==> src/rtl/bomb_pkg.sv <==
`default_nettype none
// ----------------------------------------------------------------------------
// bomb_pkg : shared defaults, slot-state enum and cell coordinate type | rev 1.0
// ----------------------------------------------------------------------------
package bomb_pkg;

  localparam int SLOTS_DEFAULT      = 8;
  localparam int FUSE_TICKS_DEFAULT = 4;

  typedef logic [7:0] coord_t;

  typedef enum logic [1:0] {
    SLOT_FREE    = 2'd0,
    SLOT_ARMED   = 2'd1,
    SLOT_PENDING = 2'd2
  } slot_state_t;

endpackage
`default_nettype wire

==> src/rtl/bomb_if.sv <==
`default_nettype none
// ----------------------------------------------------------------------------
// bomb_if : player requests, occupancy query and detonation stream | rev 1.0
// ----------------------------------------------------------------------------
interface bomb_if;
  import bomb_pkg::*;

  logic       tick;
  logic       p1_set_bomb;
  logic       p2_set_bomb;
  coord_t     p1_coordinate;
  coord_t     p2_coordinate;
  logic [2:0] bomb_num_1;
  logic [2:0] bomb_num_2;
  logic       expl_valid;
  coord_t     expl_coord;
  logic       expl_owner;
  logic       expl_ready;
  coord_t     query_coord;
  logic       query_hit;
  logic       p1_drop;
  logic       p2_drop;

  modport master (
    output tick, p1_set_bomb, p2_set_bomb, p1_coordinate, p2_coordinate,
    output expl_ready, query_coord,
    input  bomb_num_1, bomb_num_2, expl_valid, expl_coord, expl_owner,
    input  query_hit, p1_drop, p2_drop
  );

  modport slave (
    input  tick, p1_set_bomb, p2_set_bomb, p1_coordinate, p2_coordinate,
    input  expl_ready, query_coord,
    output bomb_num_1, bomb_num_2, expl_valid, expl_coord, expl_owner,
    output query_hit, p1_drop, p2_drop
  );

endinterface
`default_nettype wire

==> src/rtl/bomb_slot.sv <==
`default_nettype none
// ----------------------------------------------------------------------------
// bomb_slot : one bomb slot holding state, coordinate, owner and fuse | rev 1.0
// ----------------------------------------------------------------------------
module bomb_slot
  import bomb_pkg::*;
#(
  parameter int FUSE_TICKS = FUSE_TICKS_DEFAULT
) (
  input  wire logic  clk,
  input  wire logic  rst,
  input  wire logic  i_alloc,
  input  coord_t     i_alloc_coord,
  input  wire logic  i_alloc_owner,
  input  wire logic  i_tick,
  input  wire logic  i_release,
  output slot_state_t o_state,
  output coord_t     o_coord,
  output logic       o_owner,
  output logic       o_fire
);

  localparam int c_FW = $clog2(FUSE_TICKS + 1);

  slot_state_t     r_state;
  coord_t          r_coord;
  logic            r_owner;
  logic [c_FW-1:0] r_fuse;

  // Last tick of the fuse; lets the manager present the slot without an extra cycle.
  assign o_fire  = (r_state == SLOT_ARMED) && i_tick && (r_fuse == c_FW'(1));
  assign o_state = r_state;
  assign o_coord = r_coord;
  assign o_owner = r_owner;

  always_ff @(posedge clk or posedge rst) begin
    if (rst) begin
      r_state <= SLOT_FREE;
      r_coord <= '0;
      r_owner <= 1'b0;
      r_fuse  <= '0;
    end else begin
      case (r_state)
        SLOT_FREE: begin
          if (i_alloc) begin
            r_state <= SLOT_ARMED;
            r_coord <= i_alloc_coord;
            r_owner <= i_alloc_owner;
            r_fuse  <= c_FW'(FUSE_TICKS);
          end
        end
        SLOT_ARMED: begin
          if (i_tick) begin
            r_fuse <= r_fuse - c_FW'(1);
            if (o_fire) r_state <= SLOT_PENDING;
          end
        end
        SLOT_PENDING: begin
          if (i_release) r_state <= SLOT_FREE;
        end
        default: r_state <= SLOT_FREE;
      endcase
    end
  end

endmodule
`default_nettype wire

==> src/rtl/bomb_manager.sv <==
`default_nettype none
// ----------------------------------------------------------------------------
// bomb_manager : shared bomb-slot pool with fuses and a detonation stream | rev 1.0
// ----------------------------------------------------------------------------
module bomb_manager
  import bomb_pkg::*;
#(
  parameter int SLOTS      = SLOTS_DEFAULT,
  parameter int FUSE_TICKS = FUSE_TICKS_DEFAULT
) (
  input wire logic clk,
  input wire logic rst,
  bomb_if.slave    bus
);

  localparam int c_IW = (SLOTS > 1) ? $clog2(SLOTS) : 1;

  slot_state_t      w_state [SLOTS];
  coord_t           w_coord [SLOTS];
  logic [SLOTS-1:0] w_owner, w_fire, w_a1, w_a2, w_rel;
  logic             w_p1_dup, w_p2_dup, w_p1_ok, w_p2_ok;
  logic             w_p1_found, w_p2_found, w_cand_found, w_qhit;
  logic [c_IW-1:0]  w_p1_idx, w_p2_idx, w_cand_idx;
  logic [2:0]       w_cnt1, w_cnt2;

  logic             r_valid, r_owner, r_drop1, r_drop2;
  logic [c_IW-1:0]  r_idx;
  coord_t           r_coord;

  always_comb begin
    w_p1_dup = 1'b0;
    w_p2_dup = 1'b0;
    w_qhit   = 1'b0;
    w_cnt1   = '0;
    w_cnt2   = '0;
    for (int i = 0; i < SLOTS; i++) begin
      if (w_state[i] != SLOT_FREE) begin
        if (w_coord[i] == bus.p1_coordinate) w_p1_dup = 1'b1;
        if (w_coord[i] == bus.p2_coordinate) w_p2_dup = 1'b1;
        if (w_coord[i] == bus.query_coord)   w_qhit   = 1'b1;
        if (w_owner[i]) w_cnt2 = w_cnt2 + 3'd1;
        else            w_cnt1 = w_cnt1 + 3'd1;
      end
    end
  end

  // P1 takes the lowest free slot, P2 the lowest one left over.
  always_comb begin
    w_p1_found = 1'b0;
    w_p1_idx   = '0;
    for (int i = SLOTS - 1; i >= 0; i--) begin
      if (w_state[i] == SLOT_FREE) begin
        w_p1_found = 1'b1;
        w_p1_idx   = c_IW'(i);
      end
    end
    w_p1_ok = bus.p1_set_bomb && !w_p1_dup && w_p1_found;
    w_a1 = '0;
    if (w_p1_ok) w_a1[w_p1_idx] = 1'b1;

    w_p2_found = 1'b0;
    w_p2_idx   = '0;
    for (int i = SLOTS - 1; i >= 0; i--) begin
      if ((w_state[i] == SLOT_FREE) && !w_a1[i]) begin
        w_p2_found = 1'b1;
        w_p2_idx   = c_IW'(i);
      end
    end
    w_p2_ok = bus.p2_set_bomb && !w_p2_dup && w_p2_found &&
              !(w_p1_ok && (bus.p1_coordinate == bus.p2_coordinate));
    w_a2 = '0;
    if (w_p2_ok) w_a2[w_p2_idx] = 1'b1;
  end

  always_comb begin
    w_cand_found = 1'b0;
    w_cand_idx   = '0;
    for (int i = SLOTS - 1; i >= 0; i--) begin
      if ((w_state[i] == SLOT_PENDING) || w_fire[i]) begin
        w_cand_found = 1'b1;
        w_cand_idx   = c_IW'(i);
      end
    end
    w_rel = '0;
    if (r_valid && bus.expl_ready) w_rel[r_idx] = 1'b1;
  end

  for (genvar i = 0; i < SLOTS; i++) begin : g_slot
    bomb_slot #(
      .FUSE_TICKS(FUSE_TICKS)
    ) u_slot (
      .clk          (clk),
      .rst          (rst),
      .i_alloc      (w_a1[i] | w_a2[i]),
      .i_alloc_coord(w_a1[i] ? bus.p1_coordinate : bus.p2_coordinate),
      .i_alloc_owner(w_a2[i]),
      .i_tick       (bus.tick),
      .i_release    (w_rel[i]),
      .o_state      (w_state[i]),
      .o_coord      (w_coord[i]),
      .o_owner      (w_owner[i]),
      .o_fire       (w_fire[i])
    );
  end

  // Output slot is latched once and held; a new slot is chosen only after the handshake cycle.
  always_ff @(posedge clk or posedge rst) begin
    if (rst) begin
      r_valid <= 1'b0;
      r_idx   <= '0;
      r_coord <= '0;
      r_owner <= 1'b0;
      r_drop1 <= 1'b0;
      r_drop2 <= 1'b0;
    end else begin
      r_drop1 <= bus.p1_set_bomb && !w_p1_ok;
      r_drop2 <= bus.p2_set_bomb && !w_p2_ok;
      if (r_valid) begin
        if (bus.expl_ready) r_valid <= 1'b0;
      end else if (w_cand_found) begin
        r_valid <= 1'b1;
        r_idx   <= w_cand_idx;
        r_coord <= w_coord[w_cand_idx];
        r_owner <= w_owner[w_cand_idx];
      end
    end
  end

  assign bus.expl_valid = r_valid;
  assign bus.expl_coord = r_coord;
  assign bus.expl_owner = r_owner;
  assign bus.p1_drop    = r_drop1;
  assign bus.p2_drop    = r_drop2;
  assign bus.bomb_num_1 = w_cnt1;
  assign bus.bomb_num_2 = w_cnt2;
  assign bus.query_hit  = w_qhit;

endmodule
`default_nettype wire

==> src/flat_wrapper.sv <==
// flat-port wrapper written by rule: the top's interface ports become plain ports
module bomb_manager_flat import bomb_pkg::*;
#(
  parameter int SLOTS      = SLOTS_DEFAULT,
  parameter int FUSE_TICKS = FUSE_TICKS_DEFAULT
)
  (clk, rst, bus_tick, bus_p1_set_bomb, bus_p2_set_bomb, bus_p1_coordinate, bus_p2_coordinate, bus_expl_ready, bus_query_coord, bus_bomb_num_1, bus_bomb_num_2, bus_expl_valid, bus_expl_coord, bus_expl_owner, bus_query_hit, bus_p1_drop, bus_p2_drop);
  bomb_if bus_i ();
  input wire logic clk;
  input wire logic rst;
  input wire logic [$bits(bus_i.tick)-1:0] bus_tick;
  input wire logic [$bits(bus_i.p1_set_bomb)-1:0] bus_p1_set_bomb;
  input wire logic [$bits(bus_i.p2_set_bomb)-1:0] bus_p2_set_bomb;
  input wire logic [$bits(bus_i.p1_coordinate)-1:0] bus_p1_coordinate;
  input wire logic [$bits(bus_i.p2_coordinate)-1:0] bus_p2_coordinate;
  input wire logic [$bits(bus_i.expl_ready)-1:0] bus_expl_ready;
  input wire logic [$bits(bus_i.query_coord)-1:0] bus_query_coord;
  output wire logic [$bits(bus_i.bomb_num_1)-1:0] bus_bomb_num_1;
  output wire logic [$bits(bus_i.bomb_num_2)-1:0] bus_bomb_num_2;
  output wire logic [$bits(bus_i.expl_valid)-1:0] bus_expl_valid;
  output wire logic [$bits(bus_i.expl_coord)-1:0] bus_expl_coord;
  output wire logic [$bits(bus_i.expl_owner)-1:0] bus_expl_owner;
  output wire logic [$bits(bus_i.query_hit)-1:0] bus_query_hit;
  output wire logic [$bits(bus_i.p1_drop)-1:0] bus_p1_drop;
  output wire logic [$bits(bus_i.p2_drop)-1:0] bus_p2_drop;
  assign bus_i.tick = bus_tick;
  assign bus_i.p1_set_bomb = bus_p1_set_bomb;
  assign bus_i.p2_set_bomb = bus_p2_set_bomb;
  assign bus_i.p1_coordinate = bus_p1_coordinate;
  assign bus_i.p2_coordinate = bus_p2_coordinate;
  assign bus_i.expl_ready = bus_expl_ready;
  assign bus_i.query_coord = bus_query_coord;
  assign bus_bomb_num_1 = bus_i.bomb_num_1;
  assign bus_bomb_num_2 = bus_i.bomb_num_2;
  assign bus_expl_valid = bus_i.expl_valid;
  assign bus_expl_coord = bus_i.expl_coord;
  assign bus_expl_owner = bus_i.expl_owner;
  assign bus_query_hit = bus_i.query_hit;
  assign bus_p1_drop = bus_i.p1_drop;
  assign bus_p2_drop = bus_i.p2_drop;
  bomb_manager #(.SLOTS(SLOTS), .FUSE_TICKS(FUSE_TICKS)) u_core (.clk(clk), .rst(rst), .bus(bus_i));
endmodule
==> config.mk <==
export PLATFORM = sky130hd
export DESIGN_NAME = bomb_manager_flat
export DESIGN_NICKNAME = d
export VERILOG_FILES = /design/src/rtl/bomb_pkg.sv /design/src/rtl/bomb_if.sv /design/src/rtl/bomb_slot.sv /design/src/rtl/bomb_manager.sv /design/src/flat_wrapper.sv
export SDC_FILE = /design/constraint.sdc
export NUM_CORES = 1
export LEC_CHECK = 0
export ABC_AREA = 1
export CORE_ASPECT_RATIO = 1.2
export CORE_MARGIN = 2
export CORE_UTILIZATION = 50
export CTS_BUF_LIST = sky130_fd_sc_hd__clkbuf_4 sky130_fd_sc_hd__clkbuf_8
export DETAILED_ROUTE_END_ITERATION = 8
export HOLD_SLACK_MARGIN = 0.02
export MAX_ROUTING_LAYER = met4
export PLACE_DENSITY = 0.66
export RECOVER_POWER = 25
export REMOVE_ABC_BUFFERS = 1
export SETUP_SLACK_MARGIN = 0.02
export SKIP_LAST_GASP = 1
export SLEW_MARGIN = 15
export SYNTH_ARGS = -nofsm -noshare
export SYNTH_HDL_FRONTEND = slang
export SYNTH_SLANG_ARGS = --single-unit
==> constraint.sdc <==
create_clock -name clk -period 9.6 [get_ports clk]
set_input_delay 0.96 -clock clk [delete_from_list [all_inputs] [get_ports clk]]
set_output_delay 0.96 -clock clk [all_outputs]
set_load 0.01 [all_outputs]
* Word-level counts from Yosys, hierarchy flattened
Cells that the tools add are included.
Storage, ports and cells: register bits after elaboration 127, output and inout port bits 19
Operators by class: add/subtract/negate cells 22, order comparisons 8, equality and inequality tests 81, muxes and demuxes 217, bitwise logic cells 10, reductions and logical operators 106
Operators with widths (count):
- 3-bit 2-to-1 mux | 70
- 8-bit == test | 25
- 8-bit 2-to-1 mux | 13
- 1-bit 2-to-1 mux | 81
- 2-bit 2-to-1 mux | 32
- 2-bit inequality test (second input constant) | 24
- 2-bit one-hot mux with 3 select lines | 8
- 3-bit one-hot mux with 2 select lines | 8
- 3-bit by 1-bit adder with 3-bit output (second input constant) | 14
- 1-bit logical AND | 36
- 4-bit AND reduction | 8
- 2-bit nonzero test | 16
- 8-bit binary-select mux with 3-bit select | 1
- 3-bit by 1-bit == test with 1-bit output (second input constant) | 8
- 3-bit AND reduction | 8
- 3-bit by 1-bit subtractor with 3-bit output (second input constant) | 8
- 2-bit AND reduction | 9
- 2-bit by 1-bit == test with 1-bit output (second input constant) | 8
- 2-bit == test (second input constant) | 8
- 2-bit logical NOT | 8
- 3-bit by 4-bit < comparator with 1-bit output (second input constant) | 4
- 2-bit by 1-bit inequality test with 1-bit output (second input constant) | 8
- 1-bit logical NOT | 13
- 1-bit demux with 3-bit select | 3
- other kinds (7) | 23

* Longest topological paths before layout
depth in word-level cells 39, gate-level depth with buffers 25, mapped depth without buffers 23

* By module
Synthesis repeated with hierarchy kept, for this count alone.
Unflattened totals: cells, all modules 1736, area, all modules 11596.1 µm²
By module, submodules not included:
- bomb_manager | instances 1, cells each 1128, area each 6281.0 µm²
- bomb_slot | instances 8, cells each 76, area each 664.4 µm²

* Worst setup path before layout
No wires, ideal clock.
path kind reg-to-output, start point register u_core.g_slot[0].u_slot.r_state[1], end point output port bus_bomb_num_1[2], arrival time 4.593 ns, data required time 8.640 ns, setup slack 4.047 ns, cell stages (with the launch flop) 23, cells stage by stage dfrtp_1 > nor2_4 > nor2_1 > ha_1 > nand2_1 > nand2_1 > ha_1 > mux2_2 > ha_1 > mux2_2 > ha_1 > mux2_2 > ha_1 > mux2_2 > ha_1 > nor3_1 > nor2_1 > ha_1 > nand2_1 > xnor2_1 > xnor2_1 > xor2_1 > inv_1
Between the ends: cells in the longest elaborated chain, start to end 23
Ends and longest elaborated chain:
- start, declared | RTL line bomb_slot.sv:25 | slot_state_t r_state;
- start signal, assigned | RTL line bomb_slot.sv:38 | r_state <= SLOT_FREE;
- start signal, assigned | RTL line bomb_slot.sv:46 | r_state <= SLOT_ARMED;
- start signal, assigned | RTL line bomb_slot.sv:55 | if (o_fire) r_state <= SLOT_PENDING;
- 2-bit nonzero test (*) | RTL line bomb_manager.sv:37 | if (w_state[i] != SLOT_FREE) begin
- 3-bit 2-to-1 mux (*) | RTL line bomb_manager.sv:37
- 3-bit by 1-bit adder with 3-bit output | RTL line bomb_manager.sv:42 | else w_cnt1 = w_cnt1 + 3'd1;
- 3-bit 2-to-1 mux | RTL line bomb_manager.sv:41 | if (w_owner[i]) w_cnt2 = w_cnt2 + 3'd1;
- 3-bit 2-to-1 mux (*) | RTL line bomb_manager.sv:37
- 3-bit by 1-bit adder with 3-bit output | RTL line bomb_manager.sv:42
- 3-bit 2-to-1 mux | RTL line bomb_manager.sv:41
- 3-bit 2-to-1 mux (*) | RTL line bomb_manager.sv:37
- (+7 left out)
- 3-bit 2-to-1 mux | RTL line bomb_manager.sv:41
- 3-bit 2-to-1 mux (*) | RTL line bomb_manager.sv:37
- 3-bit by 1-bit adder with 3-bit output | RTL line bomb_manager.sv:42
- 3-bit 2-to-1 mux | RTL line bomb_manager.sv:41
- 3-bit 2-to-1 mux (*) | RTL line bomb_manager.sv:37
- 3-bit by 1-bit adder with 3-bit output | RTL line bomb_manager.sv:42
- 3-bit 2-to-1 mux | RTL line bomb_manager.sv:41
- 3-bit 2-to-1 mux (*) | RTL line bomb_manager.sv:37
- end, declared | RTL line flat_wrapper.sv:18 | output wire logic [$bits(bus_i.bomb_num_1)-1:0] bus_bomb_num_1;
Every way passes the cells marked *; elsewhere a longest branch is shown, timed or not.

* Worst setup path in the final report
Ends and elaborated chain as after synthesis.

==> impl_metrics.tcl <==
set metrics [dict create \
    ys_ff_latch 127 \
    slew_headroom -0.582 \
    cts_resized 0 \
    p_sw_frac 0.537 \
    cts_tree "built" \
    rsz0062_at_grt "false" \
    power.leakage_nw 5.63 \
    criticalPathCategory "reg -> out" \
    drc 0 \
    path_clk_slew_ns 0.10 \
    cp.buffers_inverters 2 \
    die_h_um 164 \
    postSynthAreaPerCell_um2 6.74 \
    std_cell_rows 58 \
    fin_hold_ws_ns 0.500 \
    hold_path_class "reg -> reg" \
    grt_pass1_wl_um 58800 \
    grt_use_total 0.358 \
    startpoint_type "flip-flop" \
    vias 10900 \
    wire_per_inst_um 20.0 \
    drive_above_1_share 0.0718 \
    synth_cells 1589 \
    power_density_nw_per_um2 418 \
    yosysWarnings 0 \
    min_period_ns 6.79 \
    setup_viol 0 \
    finalSetupTns_ns 0 \
    grt_max_degree 77 \
    antenna_cells 0 \
    slew_violations 53 \
    place_hpwl_um 27900 \
    failed_checks "max-capacitance violations, max-slew violations" \
    cts_root_buf "clkbuf_8" \
    grt_pass1_vias 10400 \
    status "finished, violations left" \
    clock_tree.buffer_depth 2 \
    fmax_mhz 147 \
    gp_congestion 0.995 \
    finalHoldViolations 0 \
    critPathTopFamily "adder cells" \
    io_pins 49 \
    post-route-period-util 0.708 \
    vias_per_cell 5.79 \
    total_power_mw 4.88 \
    dieArea_um2 22600 \
    required_ns 8.64 \
    clock_latency_ns 0.48 \
    drtPass1Iterations 6 \
    final_cell_mix "nand2_1, inv_1, nor2_1, o21ai_0, dfrtp_1" \
    fin_skew_ns 0.0176 \
    worstPathCellList "nor2_4 -> nor2_1 -> ha_1 -> nand2_1 -> nand2_1 -> ha_1 -> mux2_2 -> ha_1 -> mux2_2 -> ha_1 -> mux2_2 -> ha_1 -> mux2_2 -> ha_1 -> nor3_1 -> nor2_1 -> ha_1 -> nand2_1 -> xnor2_1 -> xnor2_1 -> xor2_1 -> inv_1 -> clkdlybuf4s50_1" \
    core_um2 21000 \
    final_util 0.557 \
    postCtsSetupBuffers 0 \
    crit_path_top_delay_cell "clkdlybuf4s50_1" \
    worst_slew_pin_slew_ns 2.36 \
    layout_commonest_cell "nand2_1" \
    cp-end-kind "output pin" \
    yosysSeqAreaShare 0.297 \
    max_cap_violations 1 \
    drtAntennaViolNets 0 \
    p_seq_frac 0.227 \
    pwr-share-clk 0.097 \
    area_growth_pct 9.06 \
    antenna_found_initial 0 \
    syn-cell-area_um2 10700 \
    path_max_fanout 8 \
    cts_htree_levels 4 \
    gr-total-overflow 0 \
    port_buffers 48 \
    arrival_ns 5.83 \
    p_sw_mw 2.62 \
    worst_path_most_repeated_cell "ha_1" \
    hold_buffers 0 \
    wl_um 37800 \
    cts_buffers 17 \
    power.internal_mw 2.26 \
    cp_slowest_stage_delay_ns 0.52 \
    drtIter0Drc 1145 \
    synth_cell_types 53 \
    fin_nets 1663 \
    die_w_um 138 \
    vdd_drop_max_v 0.000402 \
    cts.sinks 127 \
    initial_core_util 0.510 \
    pwr-share-comb 0.676 \
]
[final cells by class]
cell class	instances	area [um^2]
Fill cell	2149	9300
Timing Repair Buffer	65	624
Inverter	188	717
Clock buffer	18	248
Tap cell	270	338
Multi-Input combinational cell	1204	6450
Clock inverter	14	120
Sequential cell	127	3180
[cells by family after synthesis]
logic type	after synthesis	synth area share
and+or+nand+nor	755	0.313
adders and majority gates	30	0.0351
muxes	9	0.00947
buffers and inverters	258	0.101
AOI/OAI and AO/OA	312	0.164
DFF	127	0.297
xor gates and xnor gates	98	0.0809
[path summary, 6_finish.rpt]
check | end | slack, ns | start | cells past startpoint
setup / recovery | bus_bomb_num_1[2] | 2.81 | u_core.g_slot[0].u_slot.o_state[1] | 23
hold / removal | u_core.r_idx[0] | 0.50 | u_core.r_idx[0] | 2
setup reg to reg | u_core.g_slot[1].u_slot.o_coord[0] | 5.39 | u_core.g_slot[6].u_slot.o_state[0] | 20
hold reg to reg | u_core.r_idx[0] | 0.50 | u_core.r_idx[0] | 2
max in group asynchronous | u_core.bus.expl_coord[6] | 5.85 | rst | 4
min in group asynchronous | u_core.g_slot[4].u_slot.r_fuse[0] | 1.55 | rst | 2
[flip-flops by register name, indices dropped and copies added, names as in the netlist]
signal / count
u_core.g_slot.u_slot.r_fuse: 24
u_core.bus.expl_valid: 1
u_core.bus.expl_coord: 8
u_core.bus.expl_owner: 1
u_core.r_idx: 3
u_core.g_slot.u_slot.o_owner: 8
u_core.bus.p1_drop: 1
u_core.g_slot.u_slot.o_state: 16
u_core.bus.p2_drop: 1
u_core.g_slot.u_slot.o_coord: 64
[stage by stage]
stage | setup WS, ns | cells | area [um^2]
after detailed placement | 3.30 | 1853 | 11300
after floorplan | 4.05 | 1519 | 10300
after global placement | 3.39 | 1853 | 11300
after global routing | 2.58 | 1886 | 11700
final | 2.81 | 1886 | 11700
after CTS | 2.77 | 1885 | 11700
[power groups by stage]
| stage | Clock [mW] | Combinational [mW] | Sequential, mW |
|---|---|---|---|
| after floorplan | 0 | 2.26 | 1.02 |
| after CTS | 0.475 | 3.28 | 1.10 |
| final | 0.472 | 3.30 | 1.11 |
| after global routing | 0.497 | 3.70 | 1.14 |
| after global placement | 0 | 3.19 | 1.10 |
| after detailed placement | 0 | 3.27 | 1.10 |
[routing by layer]
layer / part of all wire / track usage
met1: 0.41 / 0.443
met2: 0.47 / 0.570
met3: 0.074 / 0.0519
met4: 0.051 / 0.181
met5: 0 / -
[cell usage after synthesis, drive strengths merged]
library cell / count / area (um^2)
a21boi: 2 / 15.0
clkbuf: 34 / 129
nor2: 161 / 689
nor3: 19 / 100
clkinv: 5 / 18.8
a211oi: 14 / 105
nand3: 80 / 438
nor3b: 1 / 12.5
dfrtp: 127 / 3180
o22ai: 40 / 250
nor4: 11 / 68.8
nand3b: 3 / 22.5
o211a: 1 / 10.0
a21oi: 33 / 165
o211ai: 9 / 72.6
or2: 2 / 12.5
nor4b: 1 / 8.76
ha: 30 / 375
or4: 3 / 22.5
xor2: 57 / 499
a2111oi: 3 / 26.3
a31oi: 3 / 33.8
inv: 183 / 697
mux2: 9 / 101
o31ai: 1 / 7.51
o21ai: 197 / 990
o41ai: 1 / 8.76
nand4: 36 / 225
xnor2: 41 / 367
o2111ai: 8 / 70.1
buf: 36 / 233
nand2: 438 / 1750
[tightest hold or removal path, cell delays in order, from the launching register on]
cell,delay (ns)
dfrtp_1,0.35
nand2_1,0.05
o21ai_0,0.06
Power figures use the tool's default switching activity.
